[src/rtl/noc_arb_pkg.sv]
// Shared types and flit helpers for the NoC read-side arbiter.
// Flit control bits are located by index, so one helper serves any flit width.
package noc_arb_pkg;

    localparam int DEFAULT_DATA_WIDTH = 34;
    localparam int DEFAULT_HEAD_BIT   = 33;
    localparam int DEFAULT_TAIL_BIT   = 32;

    // Widest flit the helpers accept; narrower flits are zero-extended by the caller.
    localparam int FLIT_MAX_W = 256;
    localparam int FLIT_IDX_W = 8;

    typedef enum logic {
        IDLE,
        LOCKED
    } arb_state_t;

    typedef logic [DEFAULT_DATA_WIDTH-1:0] flit_t;

    function automatic logic is_head(input logic [FLIT_MAX_W-1:0] flit,
                                     input int unsigned head_bit = DEFAULT_HEAD_BIT);
        return flit[head_bit[FLIT_IDX_W-1:0]];
    endfunction

    function automatic logic is_tail(input logic [FLIT_MAX_W-1:0] flit,
                                     input int unsigned tail_bit = DEFAULT_TAIL_BIT);
        return flit[tail_bit[FLIT_IDX_W-1:0]];
    endfunction

endpackage

[src/rtl/dcfifo_read_arbiter_if.sv]
// FIFO read ports and output link of the arbiter, bundled as one interface.
// master = arbiter side, slave = FIFOs plus downstream link.
interface dcfifo_read_arbiter_if
    import noc_arb_pkg::*;
#(
    parameter int NUM_FIFO   = 4,
    parameter int DATA_WIDTH = DEFAULT_DATA_WIDTH
) ();
    localparam int IDX_W = $clog2(NUM_FIFO);

    logic [NUM_FIFO-1:0]            fifo_empty;
    logic [NUM_FIFO*DATA_WIDTH-1:0] fifo_data;
    logic [NUM_FIFO-1:0]            fifo_rd;
    logic                           out_valid;
    logic [DATA_WIDTH-1:0]          out_data;
    logic [IDX_W-1:0]               out_src;
    logic                           out_ready;
    logic                           err_no_head;

    modport master (
        input  fifo_empty, fifo_data, out_ready,
        output fifo_rd, out_valid, out_data, out_src, err_no_head
    );

    modport slave (
        output fifo_empty, fifo_data, out_ready,
        input  fifo_rd, out_valid, out_data, out_src, err_no_head
    );

endinterface

[src/rtl/rr_arbiter.sv]
// Combinational round-robin pick: first requester at or after ptr, wrapping modulo N.
module rr_arbiter #(
    parameter int N = 4
) (
    input  logic [N-1:0]         req,
    input  logic [$clog2(N)-1:0] ptr,
    output logic [N-1:0]         grant,
    output logic [$clog2(N)-1:0] grant_idx,
    output logic                 any_grant
);
    localparam int IDX_W = $clog2(N);

    logic [IDX_W-1:0] cand;

    // NOTE: every variable gets a default before the loop so no latch is inferred.
    always_comb begin
        grant     = '0;
        grant_idx = '0;
        any_grant = 1'b0;
        cand      = '0;
        for (int k = 0; k < N; k++) begin
            // Explicit compare keeps non-power-of-2 N from stepping past N-1.
            cand = (int'(ptr) + k >= N) ? IDX_W'(int'(ptr) + k - N) : IDX_W'(int'(ptr) + k);
            if (!any_grant && req[cand]) begin
                any_grant   = 1'b1;
                grant_idx   = cand;
                grant[cand] = 1'b1;
            end
        end
    end

endmodule

[src/rtl/dcfifo_read_arbiter.sv]
// Packet-granular round-robin scheduler sharing one output link among show-ahead
// dual-clock FIFOs, with a registered valid/ready output stage.
module dcfifo_read_arbiter
    import noc_arb_pkg::*;
#(
    parameter int NUM_FIFO   = 4,
    parameter int DATA_WIDTH = DEFAULT_DATA_WIDTH,
    parameter int HEAD_BIT   = DEFAULT_HEAD_BIT,
    parameter int TAIL_BIT   = DEFAULT_TAIL_BIT
) (
    input logic                   clk,
    input logic                   rst,
    dcfifo_read_arbiter_if.master bus
);
    localparam int IDX_W = $clog2(NUM_FIFO);
    typedef logic [IDX_W-1:0] idx_t;

    arb_state_t            state;
    idx_t                  rr_ptr;
    idx_t                  owner;
    logic                  out_valid_q;
    logic [DATA_WIDTH-1:0] out_data_q;
    idx_t                  out_src_q;
    logic                  err_q;

    logic [NUM_FIFO-1:0]   req;
    logic [NUM_FIFO-1:0]   win_grant;
    idx_t                  win_idx;
    logic                  win_any;
    logic [NUM_FIFO-1:0]   sel_onehot;
    idx_t                  sel_idx;
    logic                  sel_ready;
    logic                  space;
    logic                  pop;
    logic                  pop_head;
    logic                  pop_tail;
    logic [DATA_WIDTH-1:0] head_flit [NUM_FIFO];
    logic [DATA_WIDTH-1:0] sel_flit;

    function automatic idx_t wrap_inc(input idx_t i);
        return (i == idx_t'(NUM_FIFO - 1)) ? '0 : i + 1'b1;
    endfunction

    for (genvar g = 0; g < NUM_FIFO; g++) begin : g_head
        assign head_flit[g] = bus.fifo_data[g*DATA_WIDTH +: DATA_WIDTH];
    end

    assign req = ~bus.fifo_empty;

    rr_arbiter #(.N(NUM_FIFO)) u_rr (
        .req       (req),
        .ptr       (rr_ptr),
        .grant     (win_grant),
        .grant_idx (win_idx),
        .any_grant (win_any)
    );

    // While a packet is in flight only its owner may be popped.
    always_comb begin
        sel_idx    = win_idx;
        sel_onehot = win_grant;
        sel_ready  = win_any;
        if (state == LOCKED) begin
            sel_idx             = owner;
            sel_onehot          = '0;
            sel_onehot[owner]   = 1'b1;
            sel_ready           = ~bus.fifo_empty[owner];
        end
    end

    assign space    = ~out_valid_q | bus.out_ready;
    // NOTE: the pop strobe is combinational, so it is gated by rst to stay low during reset.
    assign pop      = ~rst & space & sel_ready;
    assign sel_flit = head_flit[sel_idx];
    assign pop_head = is_head(FLIT_MAX_W'(sel_flit), HEAD_BIT);
    assign pop_tail = is_tail(FLIT_MAX_W'(sel_flit), TAIL_BIT);

    assign bus.fifo_rd     = pop ? sel_onehot : '0;
    assign bus.out_valid   = out_valid_q;
    assign bus.out_data    = out_data_q;
    assign bus.out_src     = out_src_q;
    assign bus.err_no_head = err_q;

    // NOTE: all state is updated with non-blocking assignments so every read sees pre-edge values.
    always_ff @(posedge clk or posedge rst) begin
        if (rst) begin
            state       <= IDLE;
            rr_ptr      <= '0;
            owner       <= '0;
            out_valid_q <= 1'b0;
            out_data_q  <= '0;
            out_src_q   <= '0;
            err_q       <= 1'b0;
        end else begin
            if (pop) begin
                out_valid_q <= 1'b1;
                out_data_q  <= sel_flit;
                out_src_q   <= sel_idx;
            end else if (bus.out_ready) begin
                out_valid_q <= 1'b0;
            end

            unique case (state)
                IDLE: begin
                    if (pop) begin
                        if (!pop_head) err_q <= 1'b1;
                        if (pop_tail) begin
                            rr_ptr <= wrap_inc(sel_idx);
                        end else begin
                            state <= LOCKED;
                            owner <= sel_idx;
                        end
                    end
                end
                LOCKED: begin
                    if (pop && pop_tail) begin
                        state  <= IDLE;
                        rr_ptr <= wrap_inc(owner);
                    end
                end
                default: state <= IDLE;
            endcase
        end
    end

endmodule

[src/flat_wrapper.sv]
// flat-port wrapper written by rule: the top's interface ports become plain ports
module dcfifo_read_arbiter_flat import noc_arb_pkg::*;
#(
    parameter int NUM_FIFO   = 4,
    parameter int DATA_WIDTH = DEFAULT_DATA_WIDTH,
    parameter int HEAD_BIT   = DEFAULT_HEAD_BIT,
    parameter int TAIL_BIT   = DEFAULT_TAIL_BIT
)
  (clk, rst, bus_fifo_empty, bus_fifo_data, bus_out_ready, bus_fifo_rd, bus_out_valid, bus_out_data, bus_out_src, bus_err_no_head);
  dcfifo_read_arbiter_if #(.NUM_FIFO(NUM_FIFO), .DATA_WIDTH(DATA_WIDTH)) bus_i ();
  input logic clk;
  input logic rst;
  input wire logic [$bits(bus_i.fifo_empty)-1:0] bus_fifo_empty;
  input wire logic [$bits(bus_i.fifo_data)-1:0] bus_fifo_data;
  input wire logic [$bits(bus_i.out_ready)-1:0] bus_out_ready;
  output wire logic [$bits(bus_i.fifo_rd)-1:0] bus_fifo_rd;
  output wire logic [$bits(bus_i.out_valid)-1:0] bus_out_valid;
  output wire logic [$bits(bus_i.out_data)-1:0] bus_out_data;
  output wire logic [$bits(bus_i.out_src)-1:0] bus_out_src;
  output wire logic [$bits(bus_i.err_no_head)-1:0] bus_err_no_head;
  assign bus_i.fifo_empty = bus_fifo_empty;
  assign bus_i.fifo_data = bus_fifo_data;
  assign bus_i.out_ready = bus_out_ready;
  assign bus_fifo_rd = bus_i.fifo_rd;
  assign bus_out_valid = bus_i.out_valid;
  assign bus_out_data = bus_i.out_data;
  assign bus_out_src = bus_i.out_src;
  assign bus_err_no_head = bus_i.err_no_head;
  dcfifo_read_arbiter #(.NUM_FIFO(NUM_FIFO), .DATA_WIDTH(DATA_WIDTH), .HEAD_BIT(HEAD_BIT), .TAIL_BIT(TAIL_BIT)) u_core (.clk(clk), .rst(rst), .bus(bus_i));
endmodule
[config.mk]
export PLATFORM = sky130hd
export DESIGN_NAME = dcfifo_read_arbiter_flat
export DESIGN_NICKNAME = d
export VERILOG_FILES = /design/src/rtl/noc_arb_pkg.sv /design/src/rtl/dcfifo_read_arbiter_if.sv /design/src/rtl/rr_arbiter.sv /design/src/rtl/dcfifo_read_arbiter.sv /design/src/flat_wrapper.sv
export SDC_FILE = /design/constraint.sdc
export NUM_CORES = 1
export LEC_CHECK = 0
export CAP_MARGIN = 20
export CELL_PAD_IN_SITES_DETAIL_PLACEMENT = 1
export CELL_PAD_IN_SITES_GLOBAL_PLACEMENT = 1
export CORE_UTILIZATION = 46
export DETAILED_ROUTE_END_ITERATION = 10
export DONT_BUFFER_PORTS = 1
export PLACE_DENSITY_LB_ADDON = 0.2
export SYNTH_ARGS = -nofsm -noshare
export SYNTH_HDL_FRONTEND = slang
export SYNTH_HIERARCHICAL = 1
export SYNTH_SLANG_ARGS = --single-unit
[constraint.sdc]
create_clock -name clk -period 8.6 [get_ports clk]
set_clock_uncertainty 0.15 [all_clocks]
set_input_delay 1.29 -clock clk [delete_from_list [all_inputs] [get_ports clk]]
set_output_delay 1.29 -clock clk [all_outputs]
set_load 0.005 [all_outputs]
==> impl.org, run 1 <==
** Run status
- The flow ran to the end, but the final reports show violations.
- The final reports fail on DRC.

** Yosys
- Dominant register cell in the synthesized netlist :: dfrtp_1
- Leading cell type by number of instances after synthesis :: dfrtp_1
- Count of mapped cells out of synthesis :: 218
- Leading area contributor after synthesis :: dfrtp_1
- Yosys Warn Count :: 6
- Synthesis produced a netlist with a net count of 370.
- Average size of a mapped cell :: 14.3 um^2
- Main area contributors after synthesis :: dfrtp_1 34%, mux4_2 27%, mux2_2 13%
- Count of unique library cells instantiated by Yosys :: 35
- Of all flip-flops after synthesis, the portion carrying an async set or reset was 1.00.
- Combined area of all synthesized cells :: 3120 um^2
- Top cells by instance count after synthesis :: 43 x dfrtp_1, 37 x mux4_2, 35 x mux2_2
- Number of enable-type register cells in the synthesized netlist :: 0
- After synthesis the netlist holds a flip-flop and latch count of between 40 and 50.
- For this run, the register share of the synthesized area comes to 0.345.
- Area share of the largest cell type after synthesis :: 0.345

** Placement
- In this run the cell area measured after placement is around 3100 um^2.
- During placement, the flow inserted port buffers numbering 0.
- Worst setup slack after placement :: 3910 ps
- Post-DP HPWL :: about 6200 um
- Final GP Congestion :: 0.872

** Layout
- Once layout is done, the placed cells without fillers occupy 3230 um^2.
- Number of filler instances in the final layout :: around 640
- Signed area change from the synthesized netlist to the final layout :: 3.37%
- Fraction of final layout cells with drive strength greater than 1 :: 0.439
- Utilization after layout :: 0.499
- Diode insertion count for antenna repair :: 0
- Nets :: about 360

** Critical path
- In this run the critical register-to-register path is captured at u_core/bus.out_data[29].
- Worst path required time :: ~7200 ps
- Data arrives at the worst endpoint at 3010 ps.
- The worst setup path is launched from a flip-flop.
- The worst setup path is captured at a primary output.
- Beginning of the worst register-to-register path :: u_core/rr_ptr[0]
- The number of cells on the worst reg-to-reg path is 10.
- CP Class :: flip-flop to primary output
- Along the worst path, the maximum fanout reaches 15.
- Internal reg-to-reg setup slack :: 4190 ps

** STA
- Worst setup slack after layout :: 4150 ps
- Transition time of the tightest slew-check pin :: a little under 900 ps
- The final max-slew violation count is 0.
- Setup-failing EPs final :: 0
- Achievable frequency :: 0.225 GHz
- Setup repair after global routing missed its margin :: false
- For the final routed database, the setup TNS stands at 0 ps.
- Dividing the final minimum period by the clock period gives 0.518.
- Post-route minimum period :: 4450 ps
- Final Hold Violating Endpoints :: 0
- Measured against its own limit, the worst slew margin works out to 0.406.

** Detailed routing
- Routed metal-1 wire length :: roughly 2600 um
- For this block, the initial DRC count from the detailed router was between 100 and 150.
- Detailed routing placed a total of approximately 4400 um of wire on met2.
- First-pass iteration count of the detailed router :: 9
- Via total after detailed routing :: 1952
- Total wire length after detailed routing :: 7640 um
- For this run, design rule violations remaining after detail routing come to 3.
- Via-per-instance ratio :: 6.75
- The detail route stage leaves a number of antenna-violating nets equal to 0.
- After detailed routing, the met3 layer carries 536 um of wire.
- The highest metal layer carrying signal wires in the routed design is met4.
- Routed length per instance :: 26.4 um

** Power and ir drop
- The analysis attributes to cell leakage a power of between 1 and 1.5 nW.
- VDD sags by at most 0.000169 V.
- The completed layout was analyzed and its total power is approximately 1.4 mW.
- Power per Cell Area :: approximately 430 nW/um^2

** CTS
- For this design, the sink count on the clock tree is 43.
- The root buffer cell chosen for the clock tree is clkbuf_8.
- Post-CTS timing repair inserted 0 buffers for setup.
- Post-CTS clock slew at the launch and capture registers of the worst setup and hold paths :: 80 ps
- Cts repair resizes :: 0
- The number of clock buffers added by TritonCTS is 5.
- TritonCTS built the clock tree.
- Skew-Pair Late Insertion Delay :: 290 ps
- Hold repair after CTS inserted 0 buffers.
- The H-tree was split into 2 levels.
- Number of buffers on the longest clock path :: 2

** Global route
- The number of antenna violations at the first check in global routing is 0.
- Remaining global-route overflow :: 0
- First-pass GRT wire length :: 12100 um
- GRT Overall Usage :: 0.224
- The via count of the first global-routing pass was ~2200.
- Pin count of the biggest net entering global routing :: 44

** Hold path
- Hold depth :: 1
- Endpoint, Worst Hold :: u_core/bus.err_no_head
- The min-delay analysis places its worst path in the category flip-flop to flip-flop.
- Worst Hold Launch :: u_core/bus.err_no_head

** Floorplan
- The core region is 6460 um^2.
- The die covers 7120 um^2.
- For this configuration, the core starts out at a cell density of 0.483.
- Row generation in the floorplan step produced 29 rows.
- I/O pin count :: 185
- From bottom edge to top edge, the die measures about 84 um.
- The floorplan step set the die width to 84.4 um.

** Run
- Max-cap viol count :: 0
==> critical path, cell delays in order, from the launching register on <==
cell	delay (ps)
dfrtp_1	740
inv_1	160
ha_1	400
mux4_2	450
nor4b_4	430
a22oi_1	160
o21ai_0	120
mux2i_1	100
nor2b_1	170
==> area by class of cell <==
type | count | area, um^2 | area share
Sequential cell | 43 | 1080 | 0.334
Clock inverter | 2 | 12.5 | 0.00388
Multi-Input combinational cell | 147 | 1900 | 0.590
Timing Repair Buffer | 3 | 22.5 | 0.00698
Clock buffer | 6 | 72.6 | 0.0225
Inverter | 11 | 41.3 | 0.0128
Tap cell | 77 | 96.3 | 0.0299
==> per-stage QoR <==
step	std cells	hold WS [ps]
4_1_cts	289	396
3_5_place_dp	281	377
3_3_place_gp	281	371
6_report	289	393
5_1_grt	289	408
2_1_floorplan	218	318
==> sequential cells by signal (all words and copies together) (netlist names) <==
signal,count
u_core/rr_ptr,2
u_core/bus.out_valid,1
u_core/bus.out_src,2
u_core/state,1
u_core/owner,2
u_core/bus.err_no_head,1
u_core/bus.out_data,34
==> worst max path at each step <==
stage | from | to | slack [ps] | depth (start not counted)
after floorplan | bus_fifo_empty[2] | bus_fifo_rd[0] | 4240 | 10
after global placement | bus_fifo_empty[0] | u_core/rr_ptr[1] | 4050 | 10
after detailed placement | bus_fifo_empty[3] | u_core/bus.out_data[17] | 3910 | 9
after CTS | u_core/rr_ptr[0] | bus_fifo_rd[0] | 4150 | 8
after global routing | u_core/rr_ptr[0] | u_core/owner[0] | 3960 | 11
final | u_core/rr_ptr[0] | bus_fifo_rd[1] | 4150 | 8
==> placed cells by master (no fill, tap or decap), types with 2 or more instances in the layout <==
master / Yosys / final
dfrtp_1: 43 / 43
mux4_2: 37 / 37
mux2_2: 35 / 35
inv_1: 11 / 10
nor2_1: 9 / 9
mux2i_1: 11 / 9
ha_1: 9 / 9
a22oi_1: 8 / 8
o21ai_0: 7 / 7
nor2b_1: 6 / 6
clkbuf_8: 0 / 5
a21oi_1: 3 / 3
buf_4: 4 / 3
mux2i_4: 0 / 2
mux4_1: 2 / 2
nand2b_1: 2 / 2
==> routing by layer <==
metal	up-vias	global-route usage
met5	-	0
met4	0	0.0570
met2	101	0.409
met1	1007	0.267
li1	836	-
met3	8	0.0541
==> logic make-up after synthesis <==
family	count (synthesis)	synth area share
adder cells (fa/ha/maj)	9	0.0361
multiplexers	86	0.450
buffers and inverters	28	0.0529
XOR/XNOR	1	0.00281
flip-flops	43	0.345
AND/OR/NAND/NOR	25	0.0493
AO/OA/AOI/OAI	26	0.0638
==> power breakdown <==
part	internal (mW)	switching (mW)
clock	0.0568	0.0677
combinational	0.477	0.359
sequential	0.309	0.118
No activity file was read; power rests on OpenSTA's default activity.
==> inputs of run 2 (changes only) <==
==> constraint.sdc (replaced) <==
create_clock -name clk -period 4.6 [get_ports clk]
set_clock_uncertainty 0.15 [all_clocks]
set_input_delay 0.69 -clock clk [delete_from_list [all_inputs] [get_ports clk]]
set_output_delay 0.69 -clock clk [all_outputs]
set_load 0.005 [all_outputs]
==> impl.org, run 2 (synthesis results as in run 1) <==
** Run status
- Violations in the final reports :: DRC (unchanged)
- Status :: complete, but fails checks (unchanged)

** CTS
- Skew-Pair Late Insertion Delay :: 290 ps (about the same)
- The CTS H-tree depth came to 2 (unchanged).
- Root buffer selected by CTS :: clkbuf_8 (unchanged)
- Number of buffers on the longest clock path :: 2 (unchanged)
- The number of resized instances in the post-cts repair step came to 0 (unchanged).
- Count of hold-fix buffers inserted at cts :: 0 (unchanged)
- The number of buffers added by the clock tree synthesis step came to 5 (unchanged).
- TritonCTS clock tree :: yes (unchanged)
- The clock sink total came to 43 (unchanged).
- The CTS clock-pin slew for the worst setup and hold paths came to 80 ps (about the same).
- Total setup buffers inserted after CTS :: 0 (unchanged)

** Critical path
- The master of the slowest instance on the critical path is dfrtp_1 (unchanged).
- The delay of the slowest critical-path stage was 720 ps (was 740 ps).
- The launch point of the critical path was u_core/rr_ptr[0] (unchanged).
- Total stage count of the critical path :: 9 (was 8)
- Internal reg-to-reg setup slack :: 620 ps (was 4190 ps)
- The required time of the worst setup path was 3760 ps (was 7160 ps).
- Buffers and inverters on the worst path :: 2 (was 1)
- Worst r2r path cells :: 11 (was 10)
- End point of the critical path :: bus_fifo_rd[0] (was bus_fifo_rd[1])
- CP Class :: flip-flop to primary output (unchanged)
- Category of the worst setup path launch point :: flip-flop (unchanged)
- Cell chain of the critical path: inv_1 -> ha_1 -> mux4_2 -> nor3_1 -> nand2b_1 -> nor2_1 -> a2111oi_4 -> buf_4 -> nor2b_1 (was inv_1 -> ha_1 -> mux4_2 -> nor4b_4 -> a22oi_1 -> o21ai_0 -> mux2i_1 -> nor2b_1).
- Data arrival time at the worst-slack endpoint :: 3200 ps (was 3010 ps)
- The capture point of the worst reg-to-reg path was u_core/rr_ptr[1] (was u_core/bus.out_data[29]).
- Critical path peak fanout :: 26 (was 15)
- The reg-to-reg critical path startpoint is u_core/rr_ptr[0] (unchanged).
- The cell family with the largest share of critical-path delay is simple AND/OR/NAND/NOR gates (was flip-flops).
- The type of destination of the critical path was a primary output (unchanged).

** Power and ir drop
- The largest voltage drop on the vdd net came to 0.000354 V (was 0.000169 V).
- Leakage dissipation :: 1.25 nW (was 1.23 nW)
- Total power :: 2.70 mW (was 1.39 mW)
- The power density of the placed cells was 823 nW/um^2 (was 431 nW/um^2).

** Detailed routing
- First-pass iteration count of the detailed router :: 9 (unchanged)
- The wire length reported by the detailed router was 8030 um (was 7640 um).
- The remaining number of nets flagged by the antenna check after routing was 0 (unchanged).
- Routed length per instance :: 27.5 um (was 26.4 um)
- The number of vias per cell after detailed routing is 6.70 (was 6.75).
- The DRC violations left is 3 (unchanged).
- The via count was 1956 (was 1952).
- First-iteration detailed-routing DRC count :: 85 (was 121)

** Layout
- Signed area change from the synthesized netlist to the final layout :: 4.89% (was 3.37%)
- Diode insertion count for antenna repair :: 0 (unchanged)
- Fraction of final layout cells with drive strength greater than 1 :: 0.447 (was 0.439)
- Commonest cells after routing, fill and taps aside: 43 x dfrtp_1, 37 x mux4_2, 35 x mux2_2 (unchanged).
- The most common cell after layout, fill and taps aside is dfrtp_1 (unchanged).
- Nets :: 366 (was 363)
- Flip-flop count of the largest register after layout :: 34 (unchanged)

** STA
- The final number of hold-violating endpoints is 0 (unchanged).
- Transition time of the tightest slew-check pin :: 945 ps (was 890 ps)
- The remaining max-slew budget at the tightest pin is 0.369 (was 0.406).
- Setup repair after global routing missed its margin :: false (unchanged)
- The final max-slew violation count is 0 (unchanged).
- Post-route minimum period :: 4040 ps
- Final sum of negative setup slack :: 0 ps (unchanged)
- The final setup violation count came to 0 (unchanged).
- Based on the critical path, the design can be clocked at up to between 0.2 and 0.25 GHz.
- Ratio of final minimum period to clock period :: 0.877

** Placement
- Final GP Congestion :: 0.833 (was 0.872)
- Count of port buffers added during placement :: 0 (unchanged)
- The final HPWL from detailed placement came to 6460 um (was 6150 um).

** Global route
- GRT Overall Usage :: 0.233 (was 0.224)
- Via count of the first global-routing pass :: 2234 (was 2160)
- The maximum number of pins on one net before global-route repair was 44 (unchanged).
- The first-pass GRT wire length was 12600 um (was 12100 um).
- The number of antenna violations at the first check in global routing is 0 (unchanged).
- The aggregate global routing overflow came to 0 (unchanged).

** Floorplan
- Die Y :: 84.4 um (unchanged)
- I/O pin count :: 185 (unchanged)
- The width of the chip came to 84.4 um (unchanged).
- The total core area is 6460 um^2 (unchanged).
- Std-Cell Rows :: 29 (unchanged)
- The area enclosed by the die boundary came to 7120 um^2 (unchanged).
- The starting density of the core came to 0.483 (unchanged).

** Hold path
- Kind of path behind the tightest hold check :: input port to async pin (was flip-flop to flip-flop)

** Run
- Max-cap viol count :: 0 (unchanged)
-- run 2: cell count changes in the layout (fill, tap and decap cells not counted) --
| cell | change |
|---|---|
| buf_4 | +1 |
| buf_12 | +2 |
-- run 2: layer usage --
| metal | track usage | up-vias | routed length [um] | part of all wire |
|---|---|---|---|---|
| li1 | - | 844 | - | - |
| met1 | 0.280 | 1015 | 2860 | 0.36 |
| met2 | 0.425 | 92 | 4490 | 0.56 |
| met3 | 0.0590 | 5 | 615 | 0.077 |
| met4 | 0.0524 | 0 | 73 | 0.0091 |
| met5 | 0 | - | 0 | 0 |
-- run 2: where the power goes --
part	switching, mW	internal [mW]	leakage [nW]
clock	0.133	0.106	0.0412
sequential	0.225	0.578	0.501
combinational	0.702	0.951	0.708
total	1.06	1.64	1.25
-- run 2: area by class of cell --
class	count	area, um^2
sequential	43	1080
clock inverter	2	12.5
tap	77	96.3
timing repair buffer	6	70.1
clock buffer	6	72.6
multi-input combinational	147	1900
fill	625	3190
inverter	11	41.3
-- run 2: stage by stage --
step,hold slack (ps),worst slack (ps),area [um^2],instances,util
after floorplan,318,954,3120,218,-
after CTS,369,545,3270,292,0.507
after global placement,354,832,3190,284,0.494
after detailed placement,372,627,3190,284,0.494
final,328,564,3270,292,0.507
after global routing,395,323,3270,292,0.507
-- run 2: worst min path at each step --
stage                                 startpoint                      end  slack (ps)  depth (start not counted)
after floorplan           u_core/bus.err_no_head   u_core/bus.err_no_head         320                          1
after global placement    u_core/bus.err_no_head   u_core/bus.err_no_head         350                          1
after detailed placement  u_core/bus.err_no_head   u_core/bus.err_no_head         370                          1
after CTS                                    rst         u_core/rr_ptr[1]         370                          1
after global routing                         rst  u_core/bus.out_data[23]         400                          1
final                                        rst  u_core/bus.out_data[24]         330                          1
==> inputs of run 3 (changes only) <==
--- a/config.mk
+++ b/config.mk
@@ -8,6 +8,7 @@
 export CAP_MARGIN = 20
 export CELL_PAD_IN_SITES_DETAIL_PLACEMENT = 1
 export CELL_PAD_IN_SITES_GLOBAL_PLACEMENT = 1
+export CORE_ASPECT_RATIO = 1.5
 export CORE_UTILIZATION = 46
 export DETAILED_ROUTE_END_ITERATION = 10
 export DONT_BUFFER_PORTS = 1
==> impl.org, run 3 (synthesis results as in run 1) <==
** Run status
- Status :: completed (was complete, but fails checks)

** Detailed routing
- Total wire length after detailed routing :: 7920 um (was 8030 um)
- The routed wire length per instance came to 27.1 um (was 27.5 um).
- The DRC violations left came to 0 (was 3).
- Post-route ant nets :: 0 (unchanged)
- The via count came to 1988 (was 1956).
- The number of vias per cell after detailed routing was 6.81 (was 6.70).
- First-pass iteration count of the detailed router :: 5 (was 9)
- The iteration-0 DRC count of the detailed router was 95 (was 85).

** STA
- The slack of the critical path was 582 ps (was 564 ps).
- Transition time of the tightest slew-check pin :: 932 ps (was 945 ps)
- Fin. max-slew vios :: 0 (unchanged)
- The final setup violation count is 0 (unchanged).
- Worst hold margin :: 318 ps (was 328 ps)
- Setup repair after global routing missed its margin :: false (unchanged)
- Final sum of negative setup slack :: 0 ps (unchanged)
- The final number of hold-violating endpoints is 0 (unchanged).
- Ratio of final minimum period to clock period :: 0.873 (was 0.877)
- Post-route minimum period :: 4020 ps (was 4040 ps)
- The remaining max-slew budget at the tightest pin is 0.378 (was 0.369).
- Achievable frequency :: 0.249 GHz (was 0.248 GHz)

** Power and ir drop
- The total chip power is 2.64 mW (was 2.70 mW).
- The combinational group share of total power is 0.607 (was 0.613).
- The largest voltage drop on the vdd net is 0.000304 V (was 0.000354 V).
- Sequential group share of total power :: 0.300 (was 0.298)
- The power density of the placed cells is 813 nW/um^2 (was 823 nW/um^2).
- The internal power summed over all cells came to 1.59 mW (was 1.64 mW).
- The static power due to leakage is 1.24 nW (was 1.25 nW).
- Psw :: 1.05 mW (was 1.06 mW)
- The portion of total power attributed to the clock network is 0.093 (was 0.089).
- Switching Share :: 0.397 (was 0.393)

** CTS
- The CTS clock-pin slew for the worst setup and hold paths is 90 ps (was 80 ps).
- The CTS H-tree depth is 2 (unchanged).
- Clock tree sinks :: 43 (unchanged)
- The post-CTS repair timing setup buffer count was 0 (unchanged).
- The CTS tree is yes (unchanged).
- Root buffer selected by CTS :: clkbuf_8 (unchanged)
- The number of resized instances in the post-cts repair step was 0 (unchanged).
- Count of hold-fix buffers inserted at cts :: 0 (unchanged)
- The clock latency on the worst-skew pair was 300 ps (was 290 ps).
- Number of buffers on the longest clock path :: 2 (unchanged)
- Inserted Clock Buffers :: 5 (unchanged)

** Layout
- The post-layout instance count excluding filler cells came to 292 (unchanged).
- Nets :: 365 (was 366)
- Utilization after layout :: 0.497 (was 0.507)
- The flip-flop count of the largest register, all copies and words added came to 34 (unchanged).
- Number of filler instances in the final layout :: 671 (was 625)
- The area growth from synthesis to layout came to 3.97% (was 4.89%).
- Fraction of final layout cells with drive strength greater than 1 :: 0.444 (was 0.447)
- Leading cell type in the layout, fill and taps excluded :: dfrtp_1 (unchanged)
- Commonest cells after routing, fill and taps aside :: 43 x dfrtp_1, 37 x mux4_2, 35 x mux2_2 (unchanged)
- The final instance area came to 3240 um^2 (was 3270 um^2).

** Critical path
- The depth of the most critical reg-to-reg path was 10 (was 11).
- Internal reg-to-reg setup slack :: 580 ps (was 620 ps)
- The worst-path maximum fanout was 17 (was 26).
- The reg-to-reg critical path startpoint is u_core/rr_ptr[0] (unchanged).
- The capture point of the worst reg-to-reg path is u_core/bus.out_data[21] (was u_core/rr_ptr[1]).
- The arrival time reported for the critical path endpoint came to 4050 ps (was 3200 ps).
- Worst path required time :: 4630 ps (was 3760 ps)
- The type of destination of the critical path is a flip-flop (was primary output).
- CP Class :: flip-flop to flip-flop (was flip-flop to primary output)
- Category of the worst setup path launch point :: flip-flop (unchanged)

** Floorplan
- DIE AREA :: 7120 um^2 (about the same)
- Core region area :: 6530 um^2 (was 6460 um^2)
- The starting density of the core was 0.478 (was 0.483).
- The number of top-level design ports was 185 (unchanged).
- The number of core rows is 36 (was 29).
- The width of the chip is 69.3 um (was 84.4 um).
- Die Y :: 103 um (was 84.4 um)

** Placement
- The placed instance area is 3150 um^2 (was 3190 um^2).
- The count of input and output buffers came to 0 (unchanged).
- The final HPWL from detailed placement is 6280 um (was 6460 um).
- The total instance count after detailed placement is 282 (was 284).
- Final GP Congestion :: 0.851 (was 0.833)
- The worst slack at placement was 586 ps (was 627 ps).

** Global route
- The total routing resource utilization after global routing was 0.216 (was 0.233).
- Number of antenna violations at the first check in global routing :: 2 (was 0)
- Via count of the first global-routing pass :: 2245 (was 2234)
- Pin count of the biggest net entering global routing :: 44 (unchanged)
- The aggregate global routing overflow was 0 (unchanged).
- The first-pass GRT wire length is 11800 um (was 12600 um).

** Run
- The number of max-cap violations is 0 (unchanged).

** Hold path
- The path type of the worst min-delay path is input port to async pin (unchanged).
[run 3: how the worst max path moves through the flow]
stage,startpoint,to,slack [ps]
after CTS,u_core/rr_ptr[0],u_core/bus.out_data[9],560
after global routing,u_core/rr_ptr[0],u_core/bus.out_data[21],310
after global placement,u_core/rr_ptr[0],u_core/bus.out_data[27],770
after detailed placement,u_core/rr_ptr[0],u_core/bus.out_data[9],590
after floorplan,u_core/rr_ptr[0],u_core/bus.out_data[16],950
final,u_core/rr_ptr[0],u_core/bus.out_data[21],580
[run 3: layout make-up]
class / instances / area, um^2 / area share
Tap cell: 76 / 95.1 / 0.0293
Inverter: 11 / 41.3 / 0.0127
Clock inverter: 2 / 12.5 / 0.00386
Multi-Input combinational cell: 147 / 1900 / 0.587
Antenna cell: 2 / 5.00 / 0.00154
Sequential cell: 43 / 1080 / 0.332
Clock buffer: 6 / 72.6 / 0.0224
Timing Repair Buffer: 5 / 37.5 / 0.0116
[run 3: layer usage]
layer,vias up,track usage,share of wire
li1,849,-,-
met1,1018,0.238,0.34
met2,113,0.404,0.57
met3,8,0.0704,0.081
met4,0,0.0534,0.010
met5,-,0,0
[run 3: worst max-delay path, cell delays in order, from the launching register on]
cell,delay [ps]
dfrtp_1,700
inv_1,170
ha_1,390
mux4_2,380
and2b_2,280
o21ai_0,150
o31ai_1,150
mux2i_4,300
buf_4,380
mux4_2,550
mux2_2,290
[run 3: power groups by stage]
| stage | registers [mW] | clock network [mW] | logic [mW] |
|---|---|---|---|
| after detailed placement | 0.803 | 0 | 1.61 |
| after CTS | 0.798 | 0.255 | 1.62 |
| after global routing | 0.823 | 0.270 | 1.74 |
| after global placement | 0.794 | 0 | 1.52 |
| after floorplan | 0.706 | 0 | 1.42 |
| final | 0.790 | 0.246 | 1.60 |
